<file path="config.mk">
export PLATFORM = sky130hd
export DESIGN_NAME = instr_mem_loader_flat
export DESIGN_NICKNAME = d
export VERILOG_FILES = /design/src/rtl/mips_pkg.sv /design/src/rtl/instr_mem_loader_if.sv /design/src/rtl/loader_word_packer.sv /design/src/rtl/instr_mem_loader.sv /design/src/flat_wrapper.sv
export SDC_FILE = /design/constraint.sdc
export NUM_CORES = 1
export LEC_CHECK = 0
export BUFFER_PORTS_ARGS = -buffer_cell sky130_fd_sc_hd__buf_2
export CELL_PAD_IN_SITES_DETAIL_PLACEMENT = 0
export CELL_PAD_IN_SITES_GLOBAL_PLACEMENT = 2
export CORE_ASPECT_RATIO = 1.5
export CORE_UTILIZATION = 37
export CTS_BUF_LIST = sky130_fd_sc_hd__clkbuf_8
export DETAILED_ROUTE_END_ITERATION = 7
export PLACE_DENSITY_LB_ADDON = 0.08
export SYNTH_ARGS = -nofsm -noshare
export SYNTH_HDL_FRONTEND = slang
export SYNTH_HIERARCHICAL = 1
export SYNTH_SLANG_ARGS = --single-unit
</file>
<file path="constraint.sdc">
create_clock -name i_clk -period 2.8 [get_ports i_clk]
set_input_delay 0.28 -clock i_clk [delete_from_list [all_inputs] [get_ports i_clk]]
set_output_delay 0.28 -clock i_clk [all_outputs]
set_load 0.01 [all_outputs]
</file>
<file path="src/rtl/mips_pkg.sv">
// Shared types and constants for the instruction memory loader.
package mips_pkg;

  // Bytes per MIPS instruction word.
  localparam int unsigned WORD_BYTES = 4;

  // Width of the byte-lane index within a word.
  localparam int unsigned LANE_W = $clog2(WORD_BYTES);

  // Index of the last byte lane of a word.
  localparam logic [LANE_W-1:0] LANE_LAST = LANE_W'(WORD_BYTES - 1);

  // Big-endian lane to bit offset: lane 0 -> [31:24], lane 3 -> [7:0].
  // Packed element [0] is the rightmost field of the concatenation.
  localparam logic [WORD_BYTES-1:0][4:0] LANE_OFFSET = {5'd0, 5'd8, 5'd16, 5'd24};

  // Loader FSM states. CHECK is only reachable when the checksum feature is built in.
  typedef enum logic [2:0] {
    IDLE  = 3'd0,
    LOAD  = 3'd1,
    FLUSH = 3'd2,
    CHECK = 3'd3,
    DONE  = 3'd4
  } loader_state_t;

endpackage

</file>
<file path="src/rtl/instr_mem_loader_if.sv">
// Byte-stream input and instruction-memory write bus of the loader.
// slave: the loader's view. master: the byte source / memory side.
interface instr_mem_loader_if #(
  parameter int unsigned ADDR_WIDTH = 32
) ();

  // Byte stream
  logic                  in_valid;
  logic [7:0]            in_data;
  logic                  in_last;
  logic                  in_ready;

  // Instruction memory write port
  logic                  mem_we;
  logic [ADDR_WIDTH-1:0] mem_addr;
  logic [31:0]           mem_wdata;

  modport slave (
    input  in_valid,
    input  in_data,
    input  in_last,
    output in_ready,
    output mem_we,
    output mem_addr,
    output mem_wdata
  );

  modport master (
    output in_valid,
    output in_data,
    output in_last,
    input  in_ready,
    input  mem_we,
    input  mem_addr,
    input  mem_wdata
  );

endinterface

</file>
<file path="src/rtl/loader_word_packer.sv">
// Packs accepted bytes into big-endian 32-bit words. A word is emitted (one-cycle
// o_word_valid the cycle after its final byte) when lane 3 fills or when the byte
// is flagged last; unfilled low lanes are zero because the accumulator restarts at 0.
module loader_word_packer
  import mips_pkg::*;
(
  input  logic        i_clk,
  input  logic        i_rst,
  input  logic [7:0]  i_byte,
  input  logic        i_accept,
  input  logic        i_last,
  input  logic        i_clear,
  output logic [31:0] o_word,
  output logic        o_word_valid
);

  logic [LANE_W-1:0] r_lane;
  logic [31:0]       r_acc;
  logic [31:0]       r_word;
  logic              r_valid;

  logic [31:0]       w_merged;
  logic              w_complete;

  // Merge the incoming byte into its lane and decide whether the word closes.
  always_comb begin
    w_merged   = r_acc | ({24'd0, i_byte} << LANE_OFFSET[r_lane]);
    w_complete = i_accept && ((r_lane == LANE_LAST) || i_last);
  end

  // Accumulator, lane pointer and registered output word.
  always_ff @(posedge i_clk) begin
    if (i_rst) begin
      r_lane  <= '0;
      r_acc   <= '0;
      r_word  <= '0;
      r_valid <= 1'b0;
    end else begin
      r_valid <= w_complete && !i_clear;
      if (i_clear) begin
        r_lane <= '0;
        r_acc  <= '0;
      end else if (i_accept) begin
        if (w_complete) begin
          r_word <= w_merged;
          r_acc  <= '0;
          r_lane <= '0;
        end else begin
          r_acc  <= w_merged;
          r_lane <= r_lane + LANE_W'(1);
        end
      end
    end
  end

  assign o_word       = r_word;
  assign o_word_valid = r_valid;

endmodule

</file>
<file path="src/rtl/instr_mem_loader.sv">
// Instruction memory loader: fills the instruction memory from a byte stream and
// holds the core in reset (o_cpu_rst) until the program load completes.
// Optional feature macro: LOADER_CHECKSUM_EN adds a trailing two's-complement
// checksum byte (state CHECK) and the o_csum_err output.
module instr_mem_loader
  import mips_pkg::*;
#(
  parameter int unsigned           ADDR_WIDTH = 32,
  parameter logic [ADDR_WIDTH-1:0] BASE_ADDR  = '0,
  parameter int unsigned           MEM_DEPTH  = 256,
  localparam int unsigned          CNT_W      = $clog2(MEM_DEPTH) + 1
) (
  input  logic              i_clk,
  input  logic              i_rst,
  input  logic              i_start,
  instr_mem_loader_if.slave io_bus,
  output logic              o_cpu_rst,
  output logic              o_done,
  output logic              o_overflow,
`ifdef LOADER_CHECKSUM_EN
  output logic              o_csum_err,
`endif
  output logic [CNT_W-1:0]  o_word_count
);

  loader_state_t         r_state;
  loader_state_t         w_state_d;

  logic [ADDR_WIDTH-1:0] r_ptr;        // address of the next word to write
  logic [ADDR_WIDTH-1:0] r_last_addr;  // address shown on mem_addr when idle
  logic [CNT_W-1:0]      r_word_count;
  logic                  r_overflow;

  logic                  w_in_ready;
  logic                  w_cpu_rst;
  logic                  w_done;
  logic                  w_accept;
  logic                  w_clear;
  logic                  w_full;
  logic                  w_pack_accept;
  logic                  w_word_valid;
  logic                  w_we;
  logic [31:0]           w_word;

`ifdef LOADER_CHECKSUM_EN
  logic [7:0]            r_csum;
  logic                  r_csum_err;
  logic [7:0]            w_csum_sum;
`endif

  // Ready is a pure function of state so acceptance never loops through the FSM.
`ifdef LOADER_CHECKSUM_EN
  assign w_in_ready = (r_state == LOAD) || (r_state == CHECK);
`else
  assign w_in_ready = (r_state == LOAD);
`endif

  assign w_accept      = io_bus.in_valid && w_in_ready;
  assign w_clear       = i_start && ((r_state == IDLE) || (r_state == DONE));
  assign w_full        = (r_word_count == CNT_W'(MEM_DEPTH));
  // Checksum bytes are consumed by the loader itself, never packed.
  assign w_pack_accept = w_accept && (r_state == LOAD);
  // Words past capacity are packed but dropped.
  assign w_we          = w_word_valid && !w_full;

`ifdef LOADER_CHECKSUM_EN
  assign w_csum_sum = r_csum + io_bus.in_data;
`endif

  loader_word_packer u_packer (
    .i_clk       (i_clk),
    .i_rst       (i_rst),
    .i_byte      (io_bus.in_data),
    .i_accept    (w_pack_accept),
    .i_last      (io_bus.in_last),
    .i_clear     (w_clear),
    .o_word      (w_word),
    .o_word_valid(w_word_valid)
  );

  // FSM state register.
  always_ff @(posedge i_clk) begin
    if (i_rst) begin
      r_state <= IDLE;
    end else begin
      r_state <= w_state_d;
    end
  end

  // FSM next state and state-decoded outputs.
  always_comb begin
    w_state_d = r_state;
    w_cpu_rst = 1'b1;
    w_done    = 1'b0;
    unique case (r_state)
      IDLE: begin
        if (i_start) w_state_d = LOAD;
      end
      LOAD: begin
        if (w_accept && io_bus.in_last) w_state_d = FLUSH;
      end
      FLUSH: begin
        // The final (possibly padded) word is written during this cycle.
`ifdef LOADER_CHECKSUM_EN
        w_state_d = CHECK;
`else
        w_state_d = DONE;
`endif
      end
`ifdef LOADER_CHECKSUM_EN
      CHECK: begin
        if (w_accept) w_state_d = DONE;
      end
`endif
      DONE: begin
        w_done = 1'b1;
`ifdef LOADER_CHECKSUM_EN
        w_cpu_rst = r_csum_err;
`else
        w_cpu_rst = 1'b0;
`endif
        if (i_start) w_state_d = LOAD;
      end
      default: begin
        w_state_d = IDLE;
      end
    endcase
  end

  // Address pointer, word counter and sticky overflow flag.
  always_ff @(posedge i_clk) begin
    if (i_rst || w_clear) begin
      r_ptr        <= BASE_ADDR;
      r_last_addr  <= BASE_ADDR;
      r_word_count <= '0;
      r_overflow   <= 1'b0;
    end else begin
      if (w_we) begin
        r_last_addr  <= r_ptr;
        r_ptr        <= r_ptr + ADDR_WIDTH'(WORD_BYTES);
        r_word_count <= r_word_count + CNT_W'(1);
      end
      if (w_word_valid && w_full) begin
        r_overflow <= 1'b1;
      end
    end
  end

`ifdef LOADER_CHECKSUM_EN
  // Running mod-256 byte sum; the error verdict is taken as the checksum byte lands.
  always_ff @(posedge i_clk) begin
    if (i_rst || w_clear) begin
      r_csum     <= '0;
      r_csum_err <= 1'b0;
    end else if (w_accept) begin
      r_csum <= w_csum_sum;
      if (r_state == CHECK) begin
        r_csum_err <= (w_csum_sum != 8'd0);
      end
    end
  end

  assign o_csum_err = r_csum_err;
`endif

  assign io_bus.in_ready  = w_in_ready;
  assign io_bus.mem_we    = w_we;
  assign io_bus.mem_addr  = w_we ? r_ptr : r_last_addr;
  assign io_bus.mem_wdata = w_word;

  assign o_cpu_rst    = w_cpu_rst;
  assign o_done       = w_done;
  assign o_overflow   = r_overflow;
  assign o_word_count = r_word_count;

endmodule

</file>
<file path="src/flat_wrapper.sv">
// flat-port wrapper written by rule: the top's interface ports become plain ports
module instr_mem_loader_flat import mips_pkg::*;
#(
  parameter int unsigned           ADDR_WIDTH = 32,
  parameter logic [ADDR_WIDTH-1:0] BASE_ADDR  = '0,
  parameter int unsigned           MEM_DEPTH  = 256,
  localparam int unsigned          CNT_W      = $clog2(MEM_DEPTH) + 1
)
  (i_clk, i_rst, i_start, o_cpu_rst, o_done, o_overflow, o_word_count, io_bus_in_valid, io_bus_in_data, io_bus_in_last, io_bus_in_ready, io_bus_mem_we, io_bus_mem_addr, io_bus_mem_wdata);
  instr_mem_loader_if #(.ADDR_WIDTH(ADDR_WIDTH)) io_bus_i ();
  input  logic i_clk;
  input  logic i_rst;
  input  logic i_start;
  output logic o_cpu_rst;
  output logic o_done;
  output logic o_overflow;
  output logic [CNT_W-1:0] o_word_count;
  input wire logic [$bits(io_bus_i.in_valid)-1:0] io_bus_in_valid;
  input wire logic [$bits(io_bus_i.in_data)-1:0] io_bus_in_data;
  input wire logic [$bits(io_bus_i.in_last)-1:0] io_bus_in_last;
  output wire logic [$bits(io_bus_i.in_ready)-1:0] io_bus_in_ready;
  output wire logic [$bits(io_bus_i.mem_we)-1:0] io_bus_mem_we;
  output wire logic [$bits(io_bus_i.mem_addr)-1:0] io_bus_mem_addr;
  output wire logic [$bits(io_bus_i.mem_wdata)-1:0] io_bus_mem_wdata;
  assign io_bus_i.in_valid = io_bus_in_valid;
  assign io_bus_i.in_data = io_bus_in_data;
  assign io_bus_i.in_last = io_bus_in_last;
  assign io_bus_in_ready = io_bus_i.in_ready;
  assign io_bus_mem_we = io_bus_i.mem_we;
  assign io_bus_mem_addr = io_bus_i.mem_addr;
  assign io_bus_mem_wdata = io_bus_i.mem_wdata;
  instr_mem_loader #(.ADDR_WIDTH(ADDR_WIDTH), .BASE_ADDR(BASE_ADDR), .MEM_DEPTH(MEM_DEPTH)) u_core (.i_clk(i_clk), .i_rst(i_rst), .i_start(i_start), .io_bus(io_bus_i), .o_cpu_rst(o_cpu_rst), .o_done(o_done), .o_overflow(o_overflow), .o_word_count(o_word_count));
endmodule
</file>
Word level (Yosys, flattened, before mapping):

Index checks and enable logic that the tools add are counted.
Widths: inputs -> output; s select.

* register bits: 144
* bits of input ports: 13
* output and inout bits: 78
* logic and storage cells: 51

* $add $sub $neg: 3
* $lt $le $gt $ge: 1
* equal/unequal tests: 7
* shift operators: 1
* mux-type cells: 10
* bitwise logic cells: 2
* reductions and logical operators: 18

Operator list (count)
* $mux 32: 2
* $add 32x3->32 const B: 1
* $or 32x32->32: 1
* $shl 8x5->32: 1
* $bmux 5 s2: 1
* $add 9x1->9 const B: 1
* $eq 9x9->1 const B: 1
* $pmux 3 s3: 1
* $logic_and 1x1->1: 8
* $mux 3: 2
* $mux 5: 1
* $reduce_or 2->1: 2
* $eq 3x1->1 const B: 1
* $eq 3x2->1 const B: 1
* $eq 3x3->1 const B: 1
* $logic_not 3->1: 1
* $logic_or 1x1->1: 3
* $lt 2x3->1 const B: 1
* $reduce_and 3->1: 1
* $add 2x1->2 const B: 1
* $eq 2x2->1 const B: 1
* $logic_not 1->1: 2
* $mux 1: 2
* $mux 2: 1
* 4 further kinds: 4

Logic depth before layout (Yosys ltp):

* depth in word-level cells: 5
* gate-level depth with buffers: 8
* mapped depth without buffers: 7

Modules after synthesis:

Netlist, hierarchy kept.

Modules (own cells, without submodules)
* instr_mem_loader: instances 1, cells an instance 357, area each 3374.5 µm², sequential area each 1501.4 µm²
* loader_word_packer: instances 1, cells an instance 273, area each 2653.8 µm², sequential area each 1341.3 µm²

Worst setup path after synthesis:

Ideal clock, no wire load.

* path type: reg2out
* start: register u_core.r_word_count[0], in the netlist u_core/o_word_count[0]
* end: output port io_bus_mem_addr[19]
* data arrival time: 1.915 ns
* data required time: 2.520 ns
* path slack: 0.605 ns
* stages on the path, launching flop included: 7
* buffers on the path: 1
* cell sequence: dfxtp_1 > inv_1 > ha_1 > or4b_1 > o21ai_2 > buf_4 > mux2_1

* word-level cells in the longest chain between the ends: 4

Ends and longest elaborated chain
* from (decl): line instr_mem_loader.sv:31 `logic [CNT_W-1:0] r_word_count;`
* from (signal assigned): line instr_mem_loader.sv:141 `r_word_count <= r_word_count + CNT_W'(1);`
* $eq 9x9->1: line instr_mem_loader.sv:60 `assign w_full = (r_word_count == CNT_W'(MEM_DEPTH));`
* $logic_not 1->1: line instr_mem_loader.sv:64 `assign w_we = w_word_valid && !w_full;`
* $logic_and 1x1->1: line instr_mem_loader.sv:64
* $mux 32: line instr_mem_loader.sv:168 `assign io_bus.mem_addr = w_we ? r_ptr : r_last_addr;`
* to (decl): line flat_wrapper.sv:23 `output wire logic [$bits(io_bus_i.mem_addr)-1:0] io_bus_mem_addr;`

Every way passes these cells.

Final worst setup path:

* start: register u_core.r_word_count[6], in the netlist u_core/o_word_count[6]
* end: output port io_bus_mem_addr[14]

The elaborated chain is that of the path after synthesis.

==> impl_results.md <==
* Status: complete, no violations
* Internal at 2.78 mW
* Initial antenna violation count at 0
* HP Class: primary input to flop
* Setup WS post-layout at 0.107 ns
* Finished Core Util at 44.7%
* Final std cells w/o fill at 927
* Critical path arrival at 2.41 ns
* Sequential power share at 54.3%
* Hold Violations, Final at 0
* Area Growth Syn to Fin at 17.0%
* CTS buffer count at 17
* Reg2Reg Depth at 5
* Placer Congestion at 0.737
* Dpl ws at 0.405 ns
* Worst EP required at 2.52 ns
* Total clock sinks at 142
* Reg2Reg Setup Slack at 0.41 ns
* Psw at 0.999 mW
* Deepest clock path buffer count at 2
* Cell area power density at 536 mW/mm²
* R2r endpoint: u_core/u_packer/r_acc[9]
* DP Cell Count at 894
* Vias per cell at 5.38
* Starting Density at 38.2%
* CP Class: flop to output pin
* Switching Share at 26.4%
* Fraction of final layout cells sized beyond drive strength 1 at 26.2%
* Routed length per placed instance at 16.8 µm
* Die X-Extent at 106 µm
* Largest net degree at the start of global routing at 48
* Beginning of the worst hold path: io_bus_in_valid
* Worst path buffer plus inverter count at 2
* Most frequent cells in the layout: dfxtp_1, buf_2, nor2_1
* All-Layer GR Usage at 19.1%
* ANT nets after route at 0
* ANT cells at 0
* Max-slew violations at 0
* Die H at 158 µm
* Netlist cell types at 52
* Largest delay share family, worst path: simple AND/OR/NAND/NOR gates
* Slew margin rel. at 39.5%
* Hold-fix buffers at CTS at 0
* Core area at 0.0158 mm²
* Logic gate share of total power at 5.7%
* Worst Skew at 0.0188 ns
* Hold slack final at 0.116 ns
* Syn_nets at 649
* Total wire length at 15500 µm
* First DRT Iteration DRCs at 159
* # port buffers at 90
* CP max stage cell: or4b_1
* CP endpoint kind: output pin
* Clock insertion delay at the later pin of the skew report at 0.44 ns
* Final min period at 2.69 ns
* Worst R2R Start: u_core/u_packer/r_lane[1]
* Leak at 2.66 nW
* Synthesized area per cell at 9.57 µm²
* EDFF count, synth at 0
* CP Launch Type: flop
* HPWL reported at the end of detailed placement at 10400 µm
* Number of nets in the layout at 730
* Rows at 56
* Via count at 4985
* Worst-path cell chain: or4b_1 -> o21ai_4 -> buf_12 -> mux2_2 -> buf_2
* CTS tree: yes
* Seq/Total Area, Yosys at 47.2%
* CP Max Fanout at 18
* DR DRC count at 0
* First-pass GRT wire length at 25000 µm
* Total gr overflow at 0
* Number of synthesized register bits at 142
* Htree depth at 4
* Main synth FF type: dfxtp_1
* Most common cell after layout, fill and taps aside: dfxtp_1
* Hold path depth at 3
* Ys async rst share at 0%
* # fillers at 1563
* Fin crit share at 96.2%
* Cells after Synth at 630
* Die area at 0.0168 mm²
* CTS root buf: clkbuf_8
* Min-Delay Endpoint: u_core/r_state[1]
* Syn Std Cell Area at 0.00603 mm²
* Max Clock Freq at 0.371 GHz
* Max VDD drop at 263 µV
* Slew @ Worst Pin at 0.904 ns
* CTS clk-pin slew, worst paths at 0.09 ns
* 1st-pass router iterations at 4
* # IOs at 91
* Setup violators final at 0
* Total of max-cap violations at 0
* Clock share of power at 40.0%
* Synth warn at 6
* Number of global-route vias before repair at 4769
* Crit-path max cell delay at 0.64 ns
-- metrics by stage --
| step | total power, mW | setup TNS, ns | instance area, µm² |
|---|---|---|---|
| finish | 3.78 | 0 | 7050 |
| floorplan | 2.22 | 0 | 6030 |
| global route | 3.96 | -0.00741 | 7050 |
| global placement | 2.31 | 0 | 6650 |
| CTS | 3.84 | -0.0329 | 7030 |
| detailed placement | 2.31 | 0 | 6650 |
-- power by group through the flow --
stage               Clock, mW  Sequential [mW]  Combinational, mW
floorplan                   0             2.10              0.121
global placement            0             2.10              0.216
detailed placement          0             2.10              0.217
CTS                      1.57             2.05              0.218
global route             1.67             2.05              0.237
finish                   1.51             2.05              0.215
-- kinds of logic after synthesis --
kind of cell | synth area share, %
multiplexers | 7.10
XOR/XNOR | 1.89
flip-flops | 47.2
adder cells (fa/ha/maj) | 1.25
buffers and inverters | 6.87
AND/OR/NAND/NOR | 17.7
AO/OA/AOI/OAI | 18.1
-- sequential cells by signal, summed over array words and instances, names as in the netlist --
| register | flops |
|---|---|
| u_core/o_overflow | 1 |
| u_core/o_word_count | 9 |
| u_core/r_last_addr | 32 |
| u_core/r_ptr | 30 |
| u_core/r_state | 3 |
| u_core/u_packer/o_word | 32 |
| u_core/u_packer/o_word_valid | 1 |
| u_core/u_packer/r_acc | 32 |
| u_core/u_packer/r_lane | 2 |
-- cell usage after synthesis (all sizes together) (13+ instances only) --
library cell	count	area share, %
a2111oi	34	5.2
a211oi	34	4.6
a21oi	19	1.6
a31oi	33	3.4
and2	36	3.7
buf	23	2.7
clkbuf	25	1.6
dfxtp	142	47
inv	42	2.6
mux2	30	5.6
nand2	28	1.7
nand3	13	1.1
nor2	53	3.3
or4	15	1.9
-- final cells by class --
class	instances	area [µm²]	area share, %
inverters	42	158	2.24
well taps	203	254	3.60
flip-flops and latches	142	2850	40.4
multi-input cells	398	2790	39.6
clock inverters	13	104	1.47
repair buffers	110	638	9.05
clock buffers	19	262	3.71
-- worst max-delay path by stage --
stage | startpoint | end | slack (ns) | cells past startpoint
after floorplan | u_core/o_word_count[0] | io_bus_mem_addr[19] | 0.60 | 6
after global placement | u_core/u_packer/r_lane[1] | u_core/u_packer/r_acc[10] | 0.43 | 5
after detailed placement | u_core/u_packer/r_lane[1] | u_core/u_packer/r_acc[9] | 0.40 | 5
after CTS | u_core/o_word_count[0] | io_bus_mem_addr[14] | -0.01 | 7
after global routing | u_core/o_word_count[6] | io_bus_mem_addr[3] | -0.004 | 5
final | u_core/o_word_count[6] | io_bus_mem_addr[14] | 0.11 | 5
-- routing by layer --
metal	GRT usage (%)	part of all wire, %	up-vias
met1	21.3	41	2410
met4	7.01	1.4	0
met3	3.52	3.9	10
met5	0	0	-
met2	35.7	54	115
li1	-	-	2450
-- worst reg2reg max path, delay by kind of cell, from the launching register on --
kind                       cells  cell delay [ns]
and+or+nand+nor                2             0.65
buffers and inverters          1             0.31
AOI/OAI and AO/OA              1             0.74
DFF                            1             0.38
adders and majority gates      1             0.27
-- repair_timing --
action	4_1_cts	5_1_grt
buffers inserted	0	1
gates resized for setup	4	5
pin swaps	0	1
endpoints found under the hold margin	0	0
setup endpoints to repair	30	31
Note: power is estimated with default switching activity, not from simulation.
